==> config.mk <==
export PLATFORM = sky130hd
export DESIGN_NAME = serial_subtractor
export DESIGN_NICKNAME = d
export VERILOG_FILES = /design/src/rtl/arith_pkg.sv /design/src/rtl/full_subtractor.sv /design/src/rtl/serial_subtractor.sv
export SDC_FILE = /design/constraint.sdc
export NUM_CORES = 1
export LEC_CHECK = 0
export ABC_AREA = 1
export CAP_MARGIN = 40
export CORE_MARGIN = 2
export CORE_UTILIZATION = 44
export CTS_CLUSTER_DIAMETER = 120
export CTS_CLUSTER_SIZE = 20
export DETAILED_ROUTE_END_ITERATION = 8
export PLACE_DENSITY_LB_ADDON = 0.15
export SYNTH_ARGS = -nofsm -noshare
export SYNTH_HDL_FRONTEND = slang
export SYNTH_SLANG_ARGS = --single-unit
export TNS_END_PERCENT = 1
==> constraint.sdc <==
create_clock -name clk -period 1.2 [get_ports clk]
set_clock_uncertainty 0.2 [all_clocks]
set_input_delay 0.24 -clock clk [delete_from_list [all_inputs] [get_ports clk]]
set_output_delay 0.24 -clock clk [all_outputs]
set_load 0.01 [all_outputs]
==> src/rtl/arith_pkg.sv <==
// Shared arithmetic-library types: serial subtractor FSM states and counter sizing.
package arith_pkg;

  typedef enum logic [1:0] {
    IDLE,
    SHIFT,
    DONE
  } sub_state_t;

  // Bit-counter width for a WIDTH-bit serial operation (never narrower than 1)
  function automatic int cnt_w(input int w);
    return (w > 1) ? $clog2(w) : 1;
  endfunction

endpackage

==> src/rtl/full_subtractor.sv <==
// 1-bit full subtractor cell: a - b - borrow_in.
module full_subtractor (
  input  logic A,
  input  logic B,
  input  logic Bin,
  output logic f_diff,
  output logic f_borrow
);

  assign f_diff   = A ^ B ^ Bin;
  assign f_borrow = (~A & B) | (~(A ^ B) & Bin);

endmodule

==> src/rtl/serial_subtractor.sv <==
// Bit-serial a - b - bin, LSB first, one bit per clock through a single cell.
// Result is latched into dedicated output registers so diff/bout stay put while shifting.
module serial_subtractor
  import arith_pkg::*;
#(
  parameter int WIDTH = 4
) (
  input  logic             clk,
  input  logic             rst,
  input  logic             in_valid,
  output logic             in_ready,
  input  logic [WIDTH-1:0] a,
  input  logic [WIDTH-1:0] b,
  input  logic             bin,
  output logic             out_valid,
  input  logic             out_ready,
  output logic [WIDTH-1:0] diff,
  output logic             bout
);

  localparam int CW = cnt_w(WIDTH);

  sub_state_t       state, state_nxt;
  logic [CW-1:0]    cnt;
  logic [WIDTH-1:0] a_sr, b_sr, d_sr, diff_q;
  logic             br, bout_q;
  logic             cell_d, cell_br;
  logic             last;

  full_subtractor u_fs (
    .A       (a_sr[0]),
    .B       (b_sr[0]),
    .Bin     (br),
    .f_diff  (cell_d),
    .f_borrow(cell_br)
  );

  assign last = (cnt == CW'(WIDTH - 1));

  always_ff @(posedge clk) begin
    if (rst) state <= IDLE;
    else     state <= state_nxt;
  end

  always_comb begin
    state_nxt = state;
    case (state)
      IDLE:    if (in_valid)  state_nxt = SHIFT;
      SHIFT:   if (last)      state_nxt = DONE;
      DONE:    if (out_ready) state_nxt = IDLE;
      default:                state_nxt = IDLE;
    endcase
  end

  always_ff @(posedge clk) begin
    if (rst) begin
      cnt    <= '0;
      a_sr   <= '0;
      b_sr   <= '0;
      d_sr   <= '0;
      br     <= 1'b0;
      diff_q <= '0;
      bout_q <= 1'b0;
    end else begin
      case (state)
        IDLE: if (in_valid) begin
          a_sr <= a;
          b_sr <= b;
          br   <= bin;
          cnt  <= '0;
        end
        SHIFT: begin
          a_sr <= a_sr >> 1;
          b_sr <= b_sr >> 1;
          d_sr <= {cell_d, d_sr[WIDTH-1:1]};
          br   <= cell_br;
          cnt  <= cnt + CW'(1);
          // Final bit: publish the completed word and borrow together
          if (last) begin
            diff_q <= {cell_d, d_sr[WIDTH-1:1]};
            bout_q <= cell_br;
          end
        end
        default: ;
      endcase
    end
  end

  // in_ready is masked by rst so it reads 0 for the whole reset window
  assign in_ready  = (state == IDLE) && !rst;
  assign out_valid = (state == DONE);
  assign diff      = diff_q;
  assign bout      = bout_q;

endmodule

==> results.md, run 1 <==
Power:
- Of the total power, the share spent switching nets is a little over a quarter.
- The worst-case IR drop observed on VDD is ~770 uV.
- Overall power consumption after layout is estimated at ~1.4 mW.
- In this run the static leakage power is just over 0.6 nW.
- The clock network fraction of total power is 24.6%.
- The analysis attributes to net switching a power of 0.381 mW.
- Power spread over the standard cell area amounts to between 1000 and 1500 mW/mm^2.
- The share of total power dissipated in combinational logic is between 20 and 25%.
- Of the total power, registers draw a little over half.
- The internal power is about 1.0 mW.

GRT:
- For this run the aggregate overflow at the end of global routing stands at 0.
- The overall track demand over capacity in global routing is about 17%.
- The maximum number of pins on one net before global-route repair is 13.
- The number of global-route vias before repair was 812.
- The number of antenna violations at the first check in global routing is 0.
- The first-pass GRT wire length is ~3.3 mm.

Routing:
- For this block, the via count after detailed routing is approximately 910.
- Once detail routing completed, the nets flagged for antenna violations numbered 0.
- For this run, design rule violations remaining after detail routing come to 0.
- In the routed layout, each cell is associated on average with a via count of ~4.6.
- The wire length after detailed routing is 2.07 mm.
- The detail-routed net length per standard cell is 10.4 um.
- The violation count after the first detailed-route iteration is 9.
- For this run, the detailed router's first-pass iteration total came to 4.

Placement:
- The detailed placement HPWL is ~1.5 mm.
- Routability-driven placement finished with a final weighted congestion of 0.761.
- The number of port buffers is 19.

Timing:
- Adding up every negative setup slack in the final design gives -1.99 ns.
- Timing would allow up to ~710 MHz.
- The worst max-slew margin expressed relative to the limit is between 80% and 90%.
- The count of final hold-check violations is 0.
- At the pin with the least slew margin, the transition time is ~0.19 ns.
- In the post-route analysis, the smallest setup slack over all paths is -0.202 ns.
- The post-layout minimum cycle time is ~1.4 ns.
- The count of final max-slew check failures is 0.
- The setup violation total in the final timing report is 24.
- Setup repair after global routing could not meet its margin everywhere.
- The worst path uses 117% of the clock period.

Die:
- After floorplanning, the core was divided into 16 placement rows.
- Measured along the x axis, the die boundary spans between 50 and 60 um.
- 20 I/O pins were placed.
- In this run the standard cell core region covers about 0.002 sq mm.
- The initial core utilization is 48.0%.
- The die boundary height is just over 50 um.
- The die footprint is 0.00257 sq mm.

Cells and area:
- The library cell used most frequently in the layout, excluding fill and tap cells, is sky130_fd_sc_hd__nand2_1.
- Cells fill 68.2% of the core in the end.
- The library cells used most frequently in the layout, excluding fill and tap cells, are sky130_fd_sc_hd__nand2_1, sky130_fd_sc_hd__inv_1, sky130_fd_sc_hd__nor2_1, sky130_fd_sc_hd__dfxtp_1, sky130_fd_sc_hd__a21oi_1.
- The number of antenna cells inserted is 0.
- The filler cell count in the final layout is roughly 180.
- The final net count is ~190.
- Of the cells placed in the final design, the portion with a size suffix greater than 1 is 29.2%.
- From synthesis to final layout, the design area changed by 42.1%.

Clock tree:
- The number of buffers on the longest clock path is 2.
- The count of hold-fix buffers inserted at cts is 0.
- The worst-skew pair later-pin latency is slightly above 0.3 ns.
- The tree built by TritonCTS fans out to 21 sinks.
- Buffers inserted during clock tree synthesis total 3.
- The tree is rooted in a sky130_fd_sc_hd__clkbuf_4.
- Clock-pin slew was measured on the worst setup and hold paths at 0.11 ns.
- TritonCTS built the clock tree.
- In this run the number of H-tree levels came out at 1.

Outcome:
- The checks that failed: setup timing.
- The flow ran to the end, but the final reports show violations.

Hold path:
- The startpoint identified for the worst hold timing path is rst.
- The min-delay analysis places its worst path in the category in -> reg.

Logic synthesis:
- The register area share after synthesis is 43.8%.
- Counting every instance in the synthesized netlist gives ~140.
- Yosys printed 0 warnings.
- After synthesis the netlist holds a flip-flop and latch count of 21.
- The post-synthesis net count is around 150.
- In this run the mean area of a mapped cell was 6.91 sq um.
- After synthesis, the netlist uses 17 different library cells.
- The combined area of all synthesized cells is just under 0.001 sq mm.

Setup path:
- For the worst setup path, the data required time is between 0.7 and 0.8 ns.
- STA classifies the critical path startpoint as a register.
- The element type at the critical path end is a primary output.
- Data arrives at the worst endpoint at approximately 0.96 ns.
- In this run the worst setup path begins at state[1]$_SDFFE_PP0P_.
- The beginning of the worst register-to-register path is br$_SDFFE_PP0P_.
- The critical path is of the reg -> out type.
- In this run the worst path has a maximum fanout of 3.

Job:
- The count of max-cap constraint violations is 0.
logic make-up (layout without fill, tap and decap cells):
kind of cell | count (synthesis) | in the layout | synth area share [%]
and+or+nand+nor | 69 | 69 | 28.6
buffers and inverters | 26 | 58 | 12.1
AOI/OAI and AO/OA | 21 | 21 | 12.1
DFF | 21 | 21 | 43.7
adders and majority gates | 2 | 2 | 3.39
per-layer routing:
layer,wire length (um),track usage (%)
met5,0,0
met4,40,8.11
met3,85,3.57
met2,995,27.9
met1,945,22.1
worst max-delay path: stages (launching register included):
cell and delay, ns:
sky130_fd_sc_hd__dfxtp_2 0.37, sky130_fd_sc_hd__inv_2 0.05, sky130_fd_sc_hd__nor2_2 0.09, sky130_fd_sc_hd__buf_2 0.14
cell usage after synthesis, drive strengths merged:
cell	number	area (sq um)
nor2	19	73.8
clkbuf	2	7.51
buf	3	30.0
nand2	40	150
nand3	8	40.0
or2	1	6.26
ha	1	12.5
a21oi	16	80.1
nor3	1	5.00
dfxtp	21	420
o21ai	5	36.3
fa	1	20.0
inv	21	78.8
final cells by class:
class / instances / area (sq um) / area share (%)
clock buffers: 4 / 26.3 / 1.92
inverters: 21 / 81.3 / 5.96
multi-input cells: 92 / 477 / 34.9
flip-flops and latches: 21 / 433 / 31.7
well taps: 27 / 33.8 / 2.47
repair buffers: 33 / 314 / 23.0
power by group through the flow:
stage          logic, mW  registers, mW  clock network (mW)
2_1_floorplan      0.161          0.774                   0
3_3_place_gp       0.254          0.774                   0
5_1_grt            0.325          0.770               0.388
3_5_place_dp       0.261          0.777                   0
4_1_cts            0.266          0.762               0.359
6_report           0.288          0.764               0.342
per-stage QoR:
stage / hold slack [ns] / area (sq um) / instances / worst slack [ns]
after floorplan: 0.204 / 962 / 139 / -0.108
final: 0.231 / 1370 / 198 / -0.202
after detailed placement: 0.258 / 1250 / 194 / -0.601
after CTS: 0.210 / 1300 / 198 / -0.219
after global placement: 0.249 / 1250 / 194 / -0.601
after global routing: 0.261 / 1370 / 198 / -0.250
flip-flops by register name, indices dropped and copies added (netlist names):
name,cells
a_sr,4
b_sr,4
bout,1
br,1
cnt,2
d_sr,3
diff,4
state,2
what timing repair did:
action                     CTS  global route
pin swaps                    3             8
setup endpoints to repair   28            28
resized for setup           46            19
buffers inserted             0             0
worst paths after layout:
check                                       endpoint  slack [ns]  cells past startpoint
worst min-delay path            diff[0]$_SDFFE_PP0P_        0.23                      3
worst min register to register     bout$_SDFFE_PP0P_        0.28                      2
worst max-delay path                       out_valid       -0.20                      3
worst max register to register  diff[3]$_SDFFE_PP0P_       -0.20                      4
(Power assumes the default switching activity.)
==> inputs of run 2 (changes only) <==
- TNS_END_PERCENT: 1 -> default
==> run 2 against run 1 <==
  * The flow still finishes with violations (setup timing)
  * Via count rose by 6.2%
  * Worst setup slack got worse by 0.036 ns
  * First-iteration DRC count shrank 67%
  * Total power is 6.7% higher
  * Global-route usage rose by 1.4 points
  * Non-clock buffer count rose by 4
  * Utilization increased by 8.8 points
  * Critical path depth is 1 higher
  * Clock power is 6.1% higher
  * Combinational power rose by 24%
  * Final cell count grew 2.0%
  * Fmax down 2.5%
  * Largest cell class unchanged
  * Largest power group unchanged
==> results.md, run 2 (synthesized netlist as in run 1, its figures left out) <==
Cells and area:
- The area used by multi-input combinational logic is 596 sq um.
- At the end of the flow, the number of nets in the layout was around 190.
- The top cell types in the final layout, fill and taps aside, are sky130_fd_sc_hd__nand2_1, sky130_fd_sc_hd__inv_1, sky130_fd_sc_hd__nor2_1, sky130_fd_sc_hd__buf_4.
- The library cell used most frequently in the layout, excluding fill and tap cells, is sky130_fd_sc_hd__nand2_1.
- For this run, the share of the core covered by cells in the final layout is between 70% and 80%.
- Summing all flip-flop and latch instances after layout gives around 440 sq um.
- Relative to the synthesized area, the layout overhead comes to 60.3%.
- The number of antenna cells inserted is 0.
- The ratio of cells with drive above 1 in the final layout is a little under half.
- The layout has ~150 filler cells.

Setup path:
- The data arrival time of the critical path is ~1.5 ns.
- The family with the most delay on the worst path is adder cells.
- The largest driver fanout on the critical path is 2.
- The endpoint required time on the critical path is about 1.3 ns.
- The endpoint of the worst-slack reg-to-reg timing path is diff[3]$_SDFFE_PP0P_.
- The beginning of the worst register-to-register path is b_sr[0]$_SDFFE_PP0P_.
- Traced cell by cell, the critical path runs through inv_2 > fa_2 > nand3_2 > a21oi_2.
- Together, buffers and inverters on the worst path number 1.
- The worst register-to-register path has a depth of 4.
- The register-to-register setup slack is -0.24 ns.
- The critical path class is reg -> reg.
- STA classifies the critical path startpoint as a register.
- For this design, the slowest cell found on the critical path is sky130_fd_sc_hd__fa_2.
- STA classifies the critical path endpoint as a register.
- The largest single stage delay on the critical path is between 0.5 and 0.6 ns.

GRT:
- Global routing used a little under a fifth of the available tracks across all layers.
- The number of global-route vias before repair is 874.
- Summed over all layers, the global routing overflow is 0.
- The number of antenna violations at the first check in global routing was 0.
- Entering global routing, the biggest net connects 15 pins.
- The first-pass GRT wire length is between 3 and 4 mm.

Hold path:
- The startpoint identified for the worst hold timing path is rst.
- In this run the worst hold path is classified as in -> reg.
- The worst hold path passes through 3 cells.
- For hold timing, the worst endpoint is diff[2]$_SDFFE_PP0P_.

Routing:
- The wire length after detailed routing is 2.48 mm.
- After the first detailed-routing iteration, the DRC count stood at 3.
- The via count normalized by instance count is 4.78.
- After detailed routing, the number of remaining DRC violations is 0.
- The count of nets left with antenna violations once routing finished came out at 0.
- The first detailed-routing pass ran for 4 iterations.
- The detail-routed net length per standard cell is 12.3 um.
- The total number of vias is between 900 and 1000.

Power:
- The static leakage power is 0.676 nW.
- The internal power is 1.04 mW.
- The switching share of total power is a little under a third.
- Sequential cells account for between 50% and 60% of the total power.
- The total power density per cell area is around 970 mW/mm^2.
- The clock network fraction of total power is around 24%.
- Combinational logic burns a little under a quarter of the power.
- For this design the total switching power over the nets is between 0.4 and 0.5 mW.
- Across the VDD grid, the largest voltage drop is between 700 and 800 uV.

Clock tree:
- In this run, CTS created clock tree buffers numbering 3.
- The TritonCTS clock tree is built.
- The number of buffers on the longest clock path is 2.
- The clock root buffer is sky130_fd_sc_hd__clkbuf_4.
- The deepest level of the CTS H-tree is 1.
- Clock-pin slew was measured on the worst setup and hold paths at about 0.13 ns.
- Clock tree synthesis found a total of 21 sinks.
- Clock latency on the worst-skew pair, taken at its later pin, is 0.32 ns.

Job:
- The tool flagged a number of max-cap violations equal to 0.

Timing:
- The portion of the clock cycle consumed by the worst path in the final layout is 120%.
- The count of final hold-check violations is 0.
- The pin slew with the least headroom to its limit is 0.195 ns.
- In the post-route analysis, the smallest setup slack over all paths is -0.237 ns.
- Counting I/O delays and the setup requirement, the final critical path takes approximately 1.4 ns.
- The worst pin sits at a relative slew slack of between 80 and 90%.
- Setup repair after global routing could not meet its margin everywhere.
- Setup violations remaining at the end of the flow were counted as 28.
- The count of final max-slew check failures is 0.
- In the final timing run, aggregate negative setup slack is -2.81 ns.
- The maximum clock frequency is 696 MHz.

Die:
- For this configuration, the core starts out at a cell density of 48.0%.
- During I/O placement, the number of pins put on the boundary was 20.
- The core outline area is between 0.002 and 0.0025 sq mm.
- In this run the core area contains 16 standard-cell rows.
- The floorplan die width is 50.7 um.
- The floorplan step defined a die boundary enclosing around 0.0026 sq mm.
- Measured along the y axis, the die boundary spans about 50 um.

Placement:
- The number of port buffers is 19.
- The detailed placement HPWL is roughly 1.5 mm.
- The placer's final routability congestion estimate is 0.759.

Outcome:
- The final reports fail on setup timing.
- The run finished, with violations left.
[run 2: changes by cell type in the layout (fill, tap and decap cells not counted), sizes merged]
| cell | delta |
|---|---|
| buf | +4 |
| clkinvlp | +1 |
| clkbuf | -1 |
[run 2: cell type report]
cell class / count / share of cell area [%]
multi-input combinational: 92 / 38.7
sequential: 21 / 28.4
timing repair buffer: 37 / 23.5
inverter: 21 / 5.28
tap: 27 / 2.19
clock buffer: 3 / 1.46
clock inverter: 1 / 0.487
[run 2: worst max path at each step]
stage	depth (start not counted)	start	endpoint
3_5_place_dp	3	rst	in_ready
4_1_cts	3	state[1]$_SDFFE_PP0P_	out_valid
6_report	4	b_sr[0]$_SDFFE_PP0P_	diff[3]$_SDFFE_PP0P_
5_1_grt	4	b_sr[0]$_SDFFE_PP0P_	diff[3]$_SDFFE_PP0P_
3_3_place_gp	3	rst	in_ready
2_1_floorplan	4	br$_SDFFE_PP0P_	diff[3]$_SDFFE_PP0P_
[run 2: tightest hold or removal path, stage by stage]
cell,delay (ns)
sky130_fd_sc_hd__dlygate4sd2_1,0.22
sky130_fd_sc_hd__buf_4,0.22
sky130_fd_sc_hd__a21oi_2,0.04
[run 2: metal layers]
| layer | wire length (um) | global-route usage, % |
|---|---|---|
| met2 | 1260 | 32.5 |
| met1 | 1070 | 24.0 |
| met4 | 44 | 4.05 |
| met5 | 0 | 0 |
| met3 | 91 | 3.57 |
[run 2: repair_timing]
action / in CTS / in global routing
hold buffers: 0 / 0
resized for setup: 69 / 34
cloned: 1 / 0
setup buffers: 1 / 2
pin swaps: 12 / 12
setup endpoints to repair: 28 / 28
[run 2: power by group through the flow]
stage               Sequential [mW]  Combinational (mW)  Clock (mW)
floorplan                     0.774               0.161           0
global placement              0.774               0.260           0
detailed placement            0.776               0.268           0
CTS                           0.763               0.305       0.360
global route                  0.773               0.396       0.396
finish                        0.769               0.357       0.363
[run 2: metrics by stage]
step                hold slack (ns)  area, sq um  worst slack, ns  cells  total power, mW
global route                  0.250         1540           -0.286    202             1.57
detailed placement            0.251         1270           -0.585    194             1.04
global placement              0.250         1270           -0.602    194             1.03
finish                        0.226         1540           -0.237    202             1.49
CTS                           0.208         1410           -0.234    200             1.43
floorplan                     0.204          962           -0.108    139            0.935
==> inputs of run 3 (changes only) <==
- CAP_MARGIN: 40 -> 20
- REMOVE_ABC_BUFFERS: default -> 1
==> run 3 against run 2 <==
  * The run still ends with setup timing left
  * Sequential cell count unchanged
  * Worst setup slack improved by 0.014 ns
  * Die area stayed put
  * Sequential power barely moved
  * Wire length fell by 18%
  * Critical path type unchanged
  * Highest routed layer unchanged
==> results.md, run 3 (synthesized netlist as in run 1, its figures left out) <==
Timing:
- The maximum clock frequency is between 700 and 800 MHz.
- The setup violation total in the final timing report is 26.
- The count of final max-slew check failures is 0.
- Hold timing on the final database bottoms out at a slack of 0.239 ns.
- The total negative slack is -2.69 ns.
- Setup repair after global routing could not meet its margin everywhere.
- The post-layout minimum cycle time is 1.42 ns.
- The worst pin sits at a relative slew slack of between 80 and 90%.
- The least setup slack across all paths after layout is -0.223 ns.
- In the finished design, the share of the clock period the worst path needs comes to 119%.
- The count of final hold-check violations is 0.
- The pin slew with the least headroom to its limit is 0.158 ns.

Outcome:
- The checks that failed: setup timing.
- The flow ran to the end, but the final reports show violations.

Routing:
- Dividing the detail-routed wire length by the instance count gives ~10 um.
- The wire length after detailed routing is 2.04 mm.
- Detailed routing inserted a total of slightly above 900 vias.
- The via count normalized by instance count is around 4.7.
- After detailed routing, the number of remaining DRC violations is 0.
- The number of search-and-repair iterations in the first detailed-routing pass is 4.
- After the first detailed-routing iteration, the DRC count stood at 15.
- The remaining number of nets flagged by the antenna check after routing is 0.

Setup path:
- The largest stage delay on the critical path is ~0.6 ns.
- The worst-path cell with the longest stage delay is sky130_fd_sc_hd__fa_2.
- The largest driver fanout on the critical path is 2.
- Data arrives at the worst endpoint at ~1.5 ns.
- Traced cell by cell, the critical path runs through inv_2 > fa_2 > nand3_1 > a21oi_1.
- The worst setup path is captured at a register.
- The sum of buffers and inverters on the critical path is 1.
- The family with the most delay on the worst path is adder cells.
- The beginning of the worst register-to-register path is b_sr[0]$_SDFFE_PP0P_.
- The critical path class is reg -> reg.
- The category of the worst setup path launch point is a register.
- STA puts the critical path data required time at between 1 and 1.5 ns.
- The critical path starts at b_sr[0]$_SDFFE_PP0P_.

GRT:
- The maximum number of pins on one net before global-route repair is 19.
- The number of antenna violations at the first check in global routing is 0.
- The number of global-route vias before repair is between 800 and 900.
- The total overflow left after global routing is 0.
- The overall track demand over capacity in global routing is 17.5%.
- The first-pass GRT wire length is between 3 and 4 mm.

Placement:
- Buffers placed on the I/O ports in this run total 19.
- The HPWL after detailed placement is between 1 and 1.5 mm.
- The worst setup slack after placement is -0.625 ns.
- At the end of routability-driven placement, the weighted congestion stood at around 0.8.

Clock tree:
- The number of buffers created by CTS is 3.
- The clock root buffer is sky130_fd_sc_hd__clkbuf_4.
- TritonCTS built the clock tree.
- The CTS sink count is 21.
- The worst-skew pair later-pin latency is around 0.31 ns.
- Clock-pin slew was measured on the worst setup and hold paths at about 0.13 ns.
- The number of buffers on the longest clock path is 2.
- CTS built an H-tree with a depth of 1.

Power:
- The total power density per cell area is approximately 1000 mW/mm^2.
- The static leakage power is ~0.63 nW.
- VDD sags by at most approximately 840 uV.
- The post-layout total power is between 1 and 1.5 mW.

Cells and area:
- 0 antenna diodes ended up in the layout.
- Measured on the finished design, the core utilization comes to a little over two thirds.
- Leaving out fill and tap cells, the most frequent cells in the layout are sky130_fd_sc_hd__nand2_1, sky130_fd_sc_hd__inv_1, sky130_fd_sc_hd__nor2_1, sky130_fd_sc_hd__clkdlybuf4s50_1.
- The most common cell after layout, fill and taps aside is sky130_fd_sc_hd__nand2_1.
- The ratio of cells with drive above 1 in the final layout is between 30% and 40%.
- The filler cell count in the final layout is between 150 and 200.
- The final net count is 187.
- The area growth from synthesis to layout is 47.0%.

Die:
- The floorplan die width is 50.7 um.
- The total area inside the core boundary comes to 0.00200 sq mm.
- The die boundary height is about 51 um.
- The die covers between 0.002 and 0.003 sq mm.
- For this design the top-level I/O count stands at 20.
- The initial core utilization is 48.0%.
- Row generation in the floorplan step produced 16 rows.

Job:
- Max-cap violations in this run came to 0.

Hold path:
- The startpoint identified for the worst hold timing path is rst.
- The path category of the worst min-delay check is in -> reg.
## run 3: changes by cell type in the layout (fill, tap and decap cells not counted), moves of 2 or more
| cell | change |
|---|---|
| sky130_fd_sc_hd__nor2_4 | -2 |
| sky130_fd_sc_hd__nand2_2 | -2 |
| sky130_fd_sc_hd__nand2_1 | +5 |
| sky130_fd_sc_hd__buf_4 | -4 |
| sky130_fd_sc_hd__o21ai_2 | -2 |
| sky130_fd_sc_hd__dfxtp_2 | +2 |
| sky130_fd_sc_hd__a21oi_1 | +5 |
| sky130_fd_sc_hd__o21ai_0 | +2 |
| sky130_fd_sc_hd__nor2_1 | +2 |
| sky130_fd_sc_hd__nand2_4 | -2 |
| sky130_fd_sc_hd__a21oi_2 | -5 |
## run 3: worst paths after layout
check        cells past startpoint  slack (ns)                    to
max                              4       -0.22  diff[3]$_SDFFE_PP0P_
min                              3        0.24  diff[0]$_SDFFE_PP0P_
max reg2reg                      4       -0.22  diff[3]$_SDFFE_PP0P_
min reg2reg                      2        0.27   cnt[1]$_SDFFE_PP0P_
## run 3: repair_timing
item | 4_1_cts | 5_1_grt
pin swaps | 7 | 13
setup endpoints to repair | 28 | 28
cloned | 0 | 0
gates resized for setup | 53 | 26
setup buffers | 1 | 0
endpoints found under the hold margin | 0 | 0
hold buffers | 0 | 0
## run 3: tightest hold or removal path, stage by stage
cell	delay, ns
sky130_fd_sc_hd__dlygate4sd2_1	0.23
sky130_fd_sc_hd__buf_4	0.21
sky130_fd_sc_hd__a21oi_2	0.04
## run 3: layout make-up
cell class | instances | area [sq um] | area share [%]
Clock buffer | 3 | 22.5 | 1.59
Clock inverter | 1 | 5.00 | 0.354
Inverter | 21 | 78.8 | 5.58
Multi-Input combinational cell | 92 | 505 | 35.8
Sequential cell | 21 | 437 | 30.9
Tap cell | 27 | 33.8 | 2.39
Timing Repair Buffer | 33 | 330 | 23.4
## run 3: report_power, final
group          leakage (nW)  internal (mW)  switching (mW)  total (mW)
clock network        0.0177          0.124           0.223       0.347
logic                 0.435          0.148           0.148       0.297
registers             0.177          0.741          0.0254       0.766
total                 0.630           1.01           0.397        1.41
## run 3: through the flow
| step | instances | instance area, sq um |
|---|---|---|
| global placement | 193 | 1260 |
| global route | 198 | 1410 |
| floorplan | 134 | 923 |
| detailed placement | 193 | 1260 |
| CTS | 198 | 1330 |
| finish | 198 | 1410 |
## run 3: layer usage
metal,global-route usage [%],vias up,part of all wire (%)
met1,21.6,411,46
met2,29.6,17,49
li1,-,491,-
met3,5.36,2,4.4
met4,4.05,0,0.59
met5,0,-,0
